===== config.mk =====
export PLATFORM = sky130hd
export DESIGN_NAME = memory_arbiter_flat
export DESIGN_NICKNAME = d
export VERILOG_FILES = /design/src/rtl/memory_arbiter_if.sv /design/src/rtl/memory_arbiter.sv /design/src/flat_wrapper.sv
export SDC_FILE = /design/constraint.sdc
export NUM_CORES = 1
export LEC_CHECK = 0
export BUFFER_PORTS_ARGS = -buffer_cell sky130_fd_sc_hd__buf_2
export CAP_MARGIN = 15
export CORE_UTILIZATION = 30
export CTS_BUF_LIST = sky130_fd_sc_hd__clkbuf_4 sky130_fd_sc_hd__clkbuf_8 sky130_fd_sc_hd__clkbuf_16
export DETAILED_ROUTE_END_ITERATION = 8
export GPL_ROUTABILITY_DRIVEN = 1
export PLACE_DENSITY = 0.68
export SLEW_MARGIN = 20
export SYNTH_ARGS = -nofsm -noshare
export SYNTH_HDL_FRONTEND = slang
export SYNTH_SLANG_ARGS = --single-unit

===== constraint.sdc =====
create_clock -name clk -period 2.76 [get_ports clk]
set_clock_uncertainty 0.1 [all_clocks]
set_input_delay 0.414 -clock clk [delete_from_list [all_inputs] [get_ports clk]]
set_output_delay 0.414 -clock clk [all_outputs]
set_load 0.01 [all_outputs]

===== src/rtl/memory_arbiter_if.sv =====
// Bus bundle between the memory arbiter, its two clients and the memory controller.
// slave = arbiter side, master = client/controller side.
interface memory_arbiter_if #(
  parameter int ADDR_W = 21,
  parameter int DATA_W = 32
);
  logic              calib_done;
  logic              wr_rq;
  logic [ADDR_W-1:0] wr_addr;
  logic              wr_en;
  logic [DATA_W-1:0] wr_data;
  logic              wr_ack;
  logic              rd_rq;
  logic [ADDR_W-1:0] rd_addr;
  logic              rd_en;
  logic              rd_ack;
  logic [DATA_W-1:0] rd_data;
  logic              rd_data_valid;
  logic [ADDR_W-1:0] mem_addr;
  logic              mem_cmd;
  logic              mem_cmd_en;
  logic [DATA_W-1:0] mem_wr_data;
  logic [DATA_W-1:0] mem_rd_data;
  logic              mem_rd_data_valid;
  logic              timeout_err;

  modport slave (
    input  calib_done, wr_rq, wr_addr, wr_en, wr_data,
    input  rd_rq, rd_addr, rd_en, mem_rd_data, mem_rd_data_valid,
    output wr_ack, rd_ack, rd_data, rd_data_valid,
    output mem_addr, mem_cmd, mem_cmd_en, mem_wr_data, timeout_err
  );

  modport master (
    output calib_done, wr_rq, wr_addr, wr_en, wr_data,
    output rd_rq, rd_addr, rd_en, mem_rd_data, mem_rd_data_valid,
    input  wr_ack, rd_ack, rd_data, rd_data_valid,
    input  mem_addr, mem_cmd, mem_cmd_en, mem_wr_data, timeout_err
  );
endinterface


===== src/rtl/memory_arbiter.sv =====
// Two-client (frame upload / display read) arbiter for one memory controller port.
// Optional ARB_ROUND_ROBIN_EN: alternate on simultaneous requests instead of read priority.
module memory_arbiter #(
  parameter int GUARD_CYCLES = 2,
  parameter int MAX_HOLD     = 64
) (
  input logic             clk,
  input logic             reset,
  memory_arbiter_if.slave bus
);

  typedef enum logic [1:0] {IDLE, GRANT_WR, GRANT_RD, GUARD} state_t;

  localparam logic [7:0] HOLD_LAST  = 8'(MAX_HOLD - 1);
  localparam logic [3:0] GUARD_LAST = (GUARD_CYCLES == 0) ? 4'd0 : 4'(GUARD_CYCLES - 1);
  localparam state_t     AFTER_GRANT = (GUARD_CYCLES == 0) ? IDLE : GUARD;

  state_t     state;
  logic [7:0] hold_cnt;
  logic [3:0] guard_cnt;
  logic       wr_lock;
  logic       rd_lock;
  logic       guard_rd;
  logic       wr_ack_r;
  logic       rd_ack_r;
  logic       timeout_r;

  logic       wr_elig;
  logic       rd_elig;
  logic       pick_wr;
  logic       pick_rd;

  // A client forced out by timeout stays ineligible until it drops its request.
  assign wr_elig = bus.wr_rq & ~wr_lock;
  assign rd_elig = bus.rd_rq & ~rd_lock;

`ifdef ARB_ROUND_ROBIN_EN
  logic last_rd;
  assign pick_wr = wr_elig & (~rd_elig | last_rd);
`else
  assign pick_wr = wr_elig & ~rd_elig;
`endif
  assign pick_rd = rd_elig & ~pick_wr;

  always_ff @(posedge clk) begin
    if (reset) begin
      state     <= IDLE;
      hold_cnt  <= 8'd0;
      guard_cnt <= 4'd0;
      wr_lock   <= 1'b0;
      rd_lock   <= 1'b0;
      guard_rd  <= 1'b0;
      wr_ack_r  <= 1'b0;
      rd_ack_r  <= 1'b0;
      timeout_r <= 1'b0;
`ifdef ARB_ROUND_ROBIN_EN
      last_rd   <= 1'b1;
`endif
    end else begin
      timeout_r <= 1'b0;
      if (!bus.wr_rq) wr_lock <= 1'b0;
      if (!bus.rd_rq) rd_lock <= 1'b0;

      case (state)
        IDLE: begin
          if (bus.calib_done && pick_wr) begin
            state    <= GRANT_WR;
            wr_ack_r <= 1'b1;
            hold_cnt <= 8'd0;
`ifdef ARB_ROUND_ROBIN_EN
            last_rd  <= 1'b0;
`endif
          end else if (bus.calib_done && pick_rd) begin
            state    <= GRANT_RD;
            rd_ack_r <= 1'b1;
            hold_cnt <= 8'd0;
`ifdef ARB_ROUND_ROBIN_EN
            last_rd  <= 1'b1;
`endif
          end
        end

        GRANT_WR: begin
          // Voluntary release wins over a timeout landing on the same cycle.
          if (!bus.wr_rq || hold_cnt == HOLD_LAST) begin
            state     <= AFTER_GRANT;
            guard_cnt <= 4'd0;
            guard_rd  <= 1'b0;
            wr_ack_r  <= 1'b0;
            if (bus.wr_rq) begin
              wr_lock   <= 1'b1;
              timeout_r <= 1'b1;
            end
          end else begin
            hold_cnt <= hold_cnt + 8'd1;
          end
        end

        GRANT_RD: begin
          if (!bus.rd_rq || hold_cnt == HOLD_LAST) begin
            state     <= AFTER_GRANT;
            guard_cnt <= 4'd0;
            guard_rd  <= 1'b1;
            rd_ack_r  <= 1'b0;
            if (bus.rd_rq) begin
              rd_lock   <= 1'b1;
              timeout_r <= 1'b1;
            end
          end else begin
            hold_cnt <= hold_cnt + 8'd1;
          end
        end

        GUARD: begin
          if (guard_cnt == GUARD_LAST) state <= IDLE;
          else                         guard_cnt <= guard_cnt + 4'd1;
        end

        default: state <= IDLE;
      endcase
    end
  end

  // Controller command path is a pure mux of the granted client.
  always_comb begin
    bus.mem_addr    = '0;
    bus.mem_wr_data = '0;
    bus.mem_cmd     = 1'b0;
    bus.mem_cmd_en  = 1'b0;
    case (state)
      GRANT_WR: begin
        bus.mem_addr    = bus.wr_addr;
        bus.mem_wr_data = bus.wr_data;
        bus.mem_cmd     = 1'b1;
        bus.mem_cmd_en  = bus.wr_en;
      end
      GRANT_RD: begin
        bus.mem_addr    = bus.rd_addr;
        bus.mem_cmd_en  = bus.rd_en;
      end
      default: ;
    endcase
  end

  // Read words still in flight after release are delivered during the guard gap.
  assign bus.rd_data       = bus.mem_rd_data;
  assign bus.rd_data_valid = bus.mem_rd_data_valid &
                             ((state == GRANT_RD) || (state == GUARD && guard_rd));
  assign bus.wr_ack        = wr_ack_r;
  assign bus.rd_ack        = rd_ack_r;
  assign bus.timeout_err   = timeout_r;

endmodule

===== src/flat_wrapper.sv =====
// flat-port wrapper written by rule: the top's interface ports become plain ports
module memory_arbiter_flat 
#(
  parameter int GUARD_CYCLES = 2,
  parameter int MAX_HOLD     = 64
)
  (clk, reset, bus_calib_done, bus_wr_rq, bus_wr_addr, bus_wr_en, bus_wr_data, bus_rd_rq, bus_rd_addr, bus_rd_en, bus_mem_rd_data, bus_mem_rd_data_valid, bus_wr_ack, bus_rd_ack, bus_rd_data, bus_rd_data_valid, bus_mem_addr, bus_mem_cmd, bus_mem_cmd_en, bus_mem_wr_data, bus_timeout_err);
  memory_arbiter_if bus_i ();
  input logic clk;
  input logic reset;
  input wire logic [$bits(bus_i.calib_done)-1:0] bus_calib_done;
  input wire logic [$bits(bus_i.wr_rq)-1:0] bus_wr_rq;
  input wire logic [$bits(bus_i.wr_addr)-1:0] bus_wr_addr;
  input wire logic [$bits(bus_i.wr_en)-1:0] bus_wr_en;
  input wire logic [$bits(bus_i.wr_data)-1:0] bus_wr_data;
  input wire logic [$bits(bus_i.rd_rq)-1:0] bus_rd_rq;
  input wire logic [$bits(bus_i.rd_addr)-1:0] bus_rd_addr;
  input wire logic [$bits(bus_i.rd_en)-1:0] bus_rd_en;
  input wire logic [$bits(bus_i.mem_rd_data)-1:0] bus_mem_rd_data;
  input wire logic [$bits(bus_i.mem_rd_data_valid)-1:0] bus_mem_rd_data_valid;
  output wire logic [$bits(bus_i.wr_ack)-1:0] bus_wr_ack;
  output wire logic [$bits(bus_i.rd_ack)-1:0] bus_rd_ack;
  output wire logic [$bits(bus_i.rd_data)-1:0] bus_rd_data;
  output wire logic [$bits(bus_i.rd_data_valid)-1:0] bus_rd_data_valid;
  output wire logic [$bits(bus_i.mem_addr)-1:0] bus_mem_addr;
  output wire logic [$bits(bus_i.mem_cmd)-1:0] bus_mem_cmd;
  output wire logic [$bits(bus_i.mem_cmd_en)-1:0] bus_mem_cmd_en;
  output wire logic [$bits(bus_i.mem_wr_data)-1:0] bus_mem_wr_data;
  output wire logic [$bits(bus_i.timeout_err)-1:0] bus_timeout_err;
  assign bus_i.calib_done = bus_calib_done;
  assign bus_i.wr_rq = bus_wr_rq;
  assign bus_i.wr_addr = bus_wr_addr;
  assign bus_i.wr_en = bus_wr_en;
  assign bus_i.wr_data = bus_wr_data;
  assign bus_i.rd_rq = bus_rd_rq;
  assign bus_i.rd_addr = bus_rd_addr;
  assign bus_i.rd_en = bus_rd_en;
  assign bus_i.mem_rd_data = bus_mem_rd_data;
  assign bus_i.mem_rd_data_valid = bus_mem_rd_data_valid;
  assign bus_wr_ack = bus_i.wr_ack;
  assign bus_rd_ack = bus_i.rd_ack;
  assign bus_rd_data = bus_i.rd_data;
  assign bus_rd_data_valid = bus_i.rd_data_valid;
  assign bus_mem_addr = bus_i.mem_addr;
  assign bus_mem_cmd = bus_i.mem_cmd;
  assign bus_mem_cmd_en = bus_i.mem_cmd_en;
  assign bus_mem_wr_data = bus_i.mem_wr_data;
  assign bus_timeout_err = bus_i.timeout_err;
  memory_arbiter #(.GUARD_CYCLES(GUARD_CYCLES), .MAX_HOLD(MAX_HOLD)) u_core (.clk(clk), .reset(reset), .bus(bus_i));
endmodule

==> summary.txt <==
Outcome -> complete, no violations
Skew-Pair Late Insertion Delay -> 0.27 ns
Ratio of cells with drive above 1 in the final layout -> 0.438
Setup_tns -> 0 ns
# resized after CTS -> 0
Routed len/inst -> 13.7 µm
Largest family of logic cells by synthesized area -> simple AND/OR/NAND/NOR gates
Total Wirelength -> 6370 µm
Arr. time, crit path -> 1.84 ns
Seq/Total Area, Yosys -> 0.189
Layout Nets -> 494
Top-Level Pins -> 205
Power per cell area -> 603 nW/µm²
Crit-path max cell delay -> 0.46 ns
Final Hold Fails -> 0
Synth Area in Simple Gates -> 0.309
Cell Area, Synth -> 2110 µm²
Setup violators final -> 0
Antenna Cells -> 0
Syn Inst Count -> 271
Post-route clock period utilization -> 0.852
Seq cells post-synth -> 20
HPWL after DPL -> 4980 µm
Area growth from synthesis to layout -> 28.0%
Core area -> 6790 µm²
Vias post-DR -> 2,242
Commonest non-fill, non-tap cell in the layout -> buf_2
Worst path buffer plus inverter count -> 3
Synth Area in Adders -> 0.0533
Post-synth ARST share -> 0
Final Critical Period -> 2.35 ns
Synthesized area per cell -> 7.80 µm²
Clk slew on worst S/H paths -> 0.08 ns
RSZ-0062 raised after global routing -> false
CP max stage cell -> ha_1
Post-CTS Setup Bufs -> 0
Hold Buf Count CTS -> 0
Mux cell area share after synthesis -> 0.0101
Power share of the combinational group -> 0.644
Clock power share -> 0.142
Final ANT Viol Nets -> 0
WS Path Type -> reg -> out
Iteration-0 DRC Markers -> 203
Cts bufs inserted -> 3
Fillers -> 685
Crit Path Max Fanout -> 24
Critical Path End Type -> output port
P_leak -> 1.29 nW
Pin count of the biggest net entering global routing -> 31
Most frequent cells in the layout -> buf_2, and2_1, nor2b_1
Switch Pwr -> 0.000713 W
Max Slew Vio Count -> 0
Yosys warnings -> 0
P_int -> 0.000918 W
Dominant synthesized flop cell -> dfxtp_1
Clock net sink count -> 20
Setup crit start kind -> register
Part of the power in registers -> 0.214
Vias in the first global route -> 2,088
CTS Buffer Depth -> 2
Initial antenna violation count -> 0
Chip height -> 86.0 µm
GR Overflow Total -> 0
H-tree levels -> 1
XOR/XNOR Fraction of Synth Area -> 0
Placer congestion estimate -> 0.864
Via/cell ratio -> 4.81
Setup ws final -> 0.408 ns
Cell row count -> 30
Worst-Margin Slew -> 0.616 ns
F_max -> 425 MHz
TritonCTS clock tree -> built
Place WS -> 0.511 ns
EDFF count, synth -> 0
Switching part of the total -> 0.437
Req. time, crit path -> 2.25 ns
GRT Total Usage -> 0.167
Hold WC Path Type -> in -> reg
CTS root buffer -> clkbuf_8
Slew HR -> 0.579
DR pass1 iterations -> 7
DRC Markers -> 0
Post-Syn Nets -> 394
Final cell count without fillers -> 466
Unique cell type count in the Yosys netlist -> 50
Compound-Gate Fraction of Synth Area -> 0.261
Placed Cells -> 462
Max-Cap Viols -> 0
First-pass GRT wire length -> 9920 µm
Die W -> 86.0 µm
I/O Buffers -> 140
Cells along the critical path -> inv_1 > ha_1 > buf_4 > nor2b_1 > buf_2
Peak VDD IR -> 0.000204 V
Crit path max-delay family -> buffers and inverters
Total Die Area -> 7390 µm²
Initial Util -> 0.311
-- state kept, by name, summed over array words and instances, names as in the netlist --
| signal | count |
|---|---|
| u_core.state | 2 |
| u_core.bus.rd_ack | 1 |
| u_core.guard_rd | 1 |
| u_core.wr_lock | 1 |
| u_core.guard_cnt | 4 |
| u_core.bus.wr_ack | 1 |
| u_core.rd_lock | 1 |
| u_core.bus.timeout_err | 1 |
| u_core.hold_cnt | 8 |
-- stage by stage --
step                      hold WS, ns  utilization  power (W)  instance area, µm²
after global routing            0.367        0.399    0.00176                2710
after global placement          0.357        0.390    0.00139                2650
final                           0.362        0.399    0.00163                2710
after CTS                       0.361        0.399    0.00164                2710
after detailed placement        0.377        0.390    0.00140                2650
after floorplan                 0.325            -    0.00113                2110
-- synth_stat cells, types with 2 or more instances --
cell,n,share of area
nand4_1,4,0.012
a211oi_1,2,0.0071
nor2b_1,29,0.086
nand3_1,8,0.019
nand4b_1,2,0.0083
ha_1,9,0.053
o31ai_1,2,0.0071
buf_6,2,0.011
inv_1,13,0.023
nand2_1,6,0.011
a2111oi_0,5,0.021
nor3_1,2,0.0047
buf_4,32,0.11
o32ai_1,5,0.021
nor3b_1,2,0.0071
clkbuf_1,16,0.028
a22oi_1,23,0.082
and2_1,33,0.098
nor2_1,2,0.0036
or2_2,2,0.0059
dfxtp_1,20,0.19
nand2b_1,2,0.0059
a31oi_1,2,0.0059
a21o_1,2,0.0071
a21oi_1,15,0.036
o21ai_0,7,0.017
-- area by class of cell --
type | count | area (µm²) | area share
Clock buffer | 4 | 55.1 | 0.0203
Sequential cell | 20 | 400 | 0.148
Timing Repair Buffer | 145 | 738 | 0.273
Tap cell | 96 | 120 | 0.0444
Inverter | 14 | 52.6 | 0.0194
Multi-Input combinational cell | 187 | 1340 | 0.495
-- power by group through the flow --
stage                     registers [W]  logic (W)  clock network [W]
after global placement         0.000352    0.00104                  0
after detailed placement       0.000357    0.00104                  0
final                          0.000349    0.00105           0.000232
after CTS                      0.000349    0.00105           0.000233
after floorplan                0.000353   0.000776                  0
after global routing           0.000354    0.00115           0.000250
-- final timing paths --
check / start / slack (ns) / cells past startpoint / to
worst max register to register: u_core.state[0] / 0.49 / 6 / u_core.hold_cnt[6]
worst min-delay path: bus_wr_rq / 0.36 / 2 / u_core.wr_lock
worst max-delay path: u_core.state[1] / 0.41 / 5 / bus_mem_addr[14]
worst min register to register: u_core.guard_cnt[3] / 0.38 / 2 / u_core.guard_cnt[3]
-- routing by layer --
layer,vias up,GRT usage,routed length (µm)
li1,1134,-,-
met1,993,0.205,2710
met2,102,0.289,3130
met3,13,0.0260,403
met4,0,0.0667,127
met5,-,0,0
-- cell families (layout without fill, tap and decap cells) --
logic type / Yosys count / after routing
adders and majority gates: 9 / 9
DFF: 20 / 20
AOI/OAI and AO/OA: 73 / 73
and+or+nand+nor: 103 / 103
muxes: 2 / 2
buffers and inverters: 64 / 163
(Power assumes the default switching activity.)
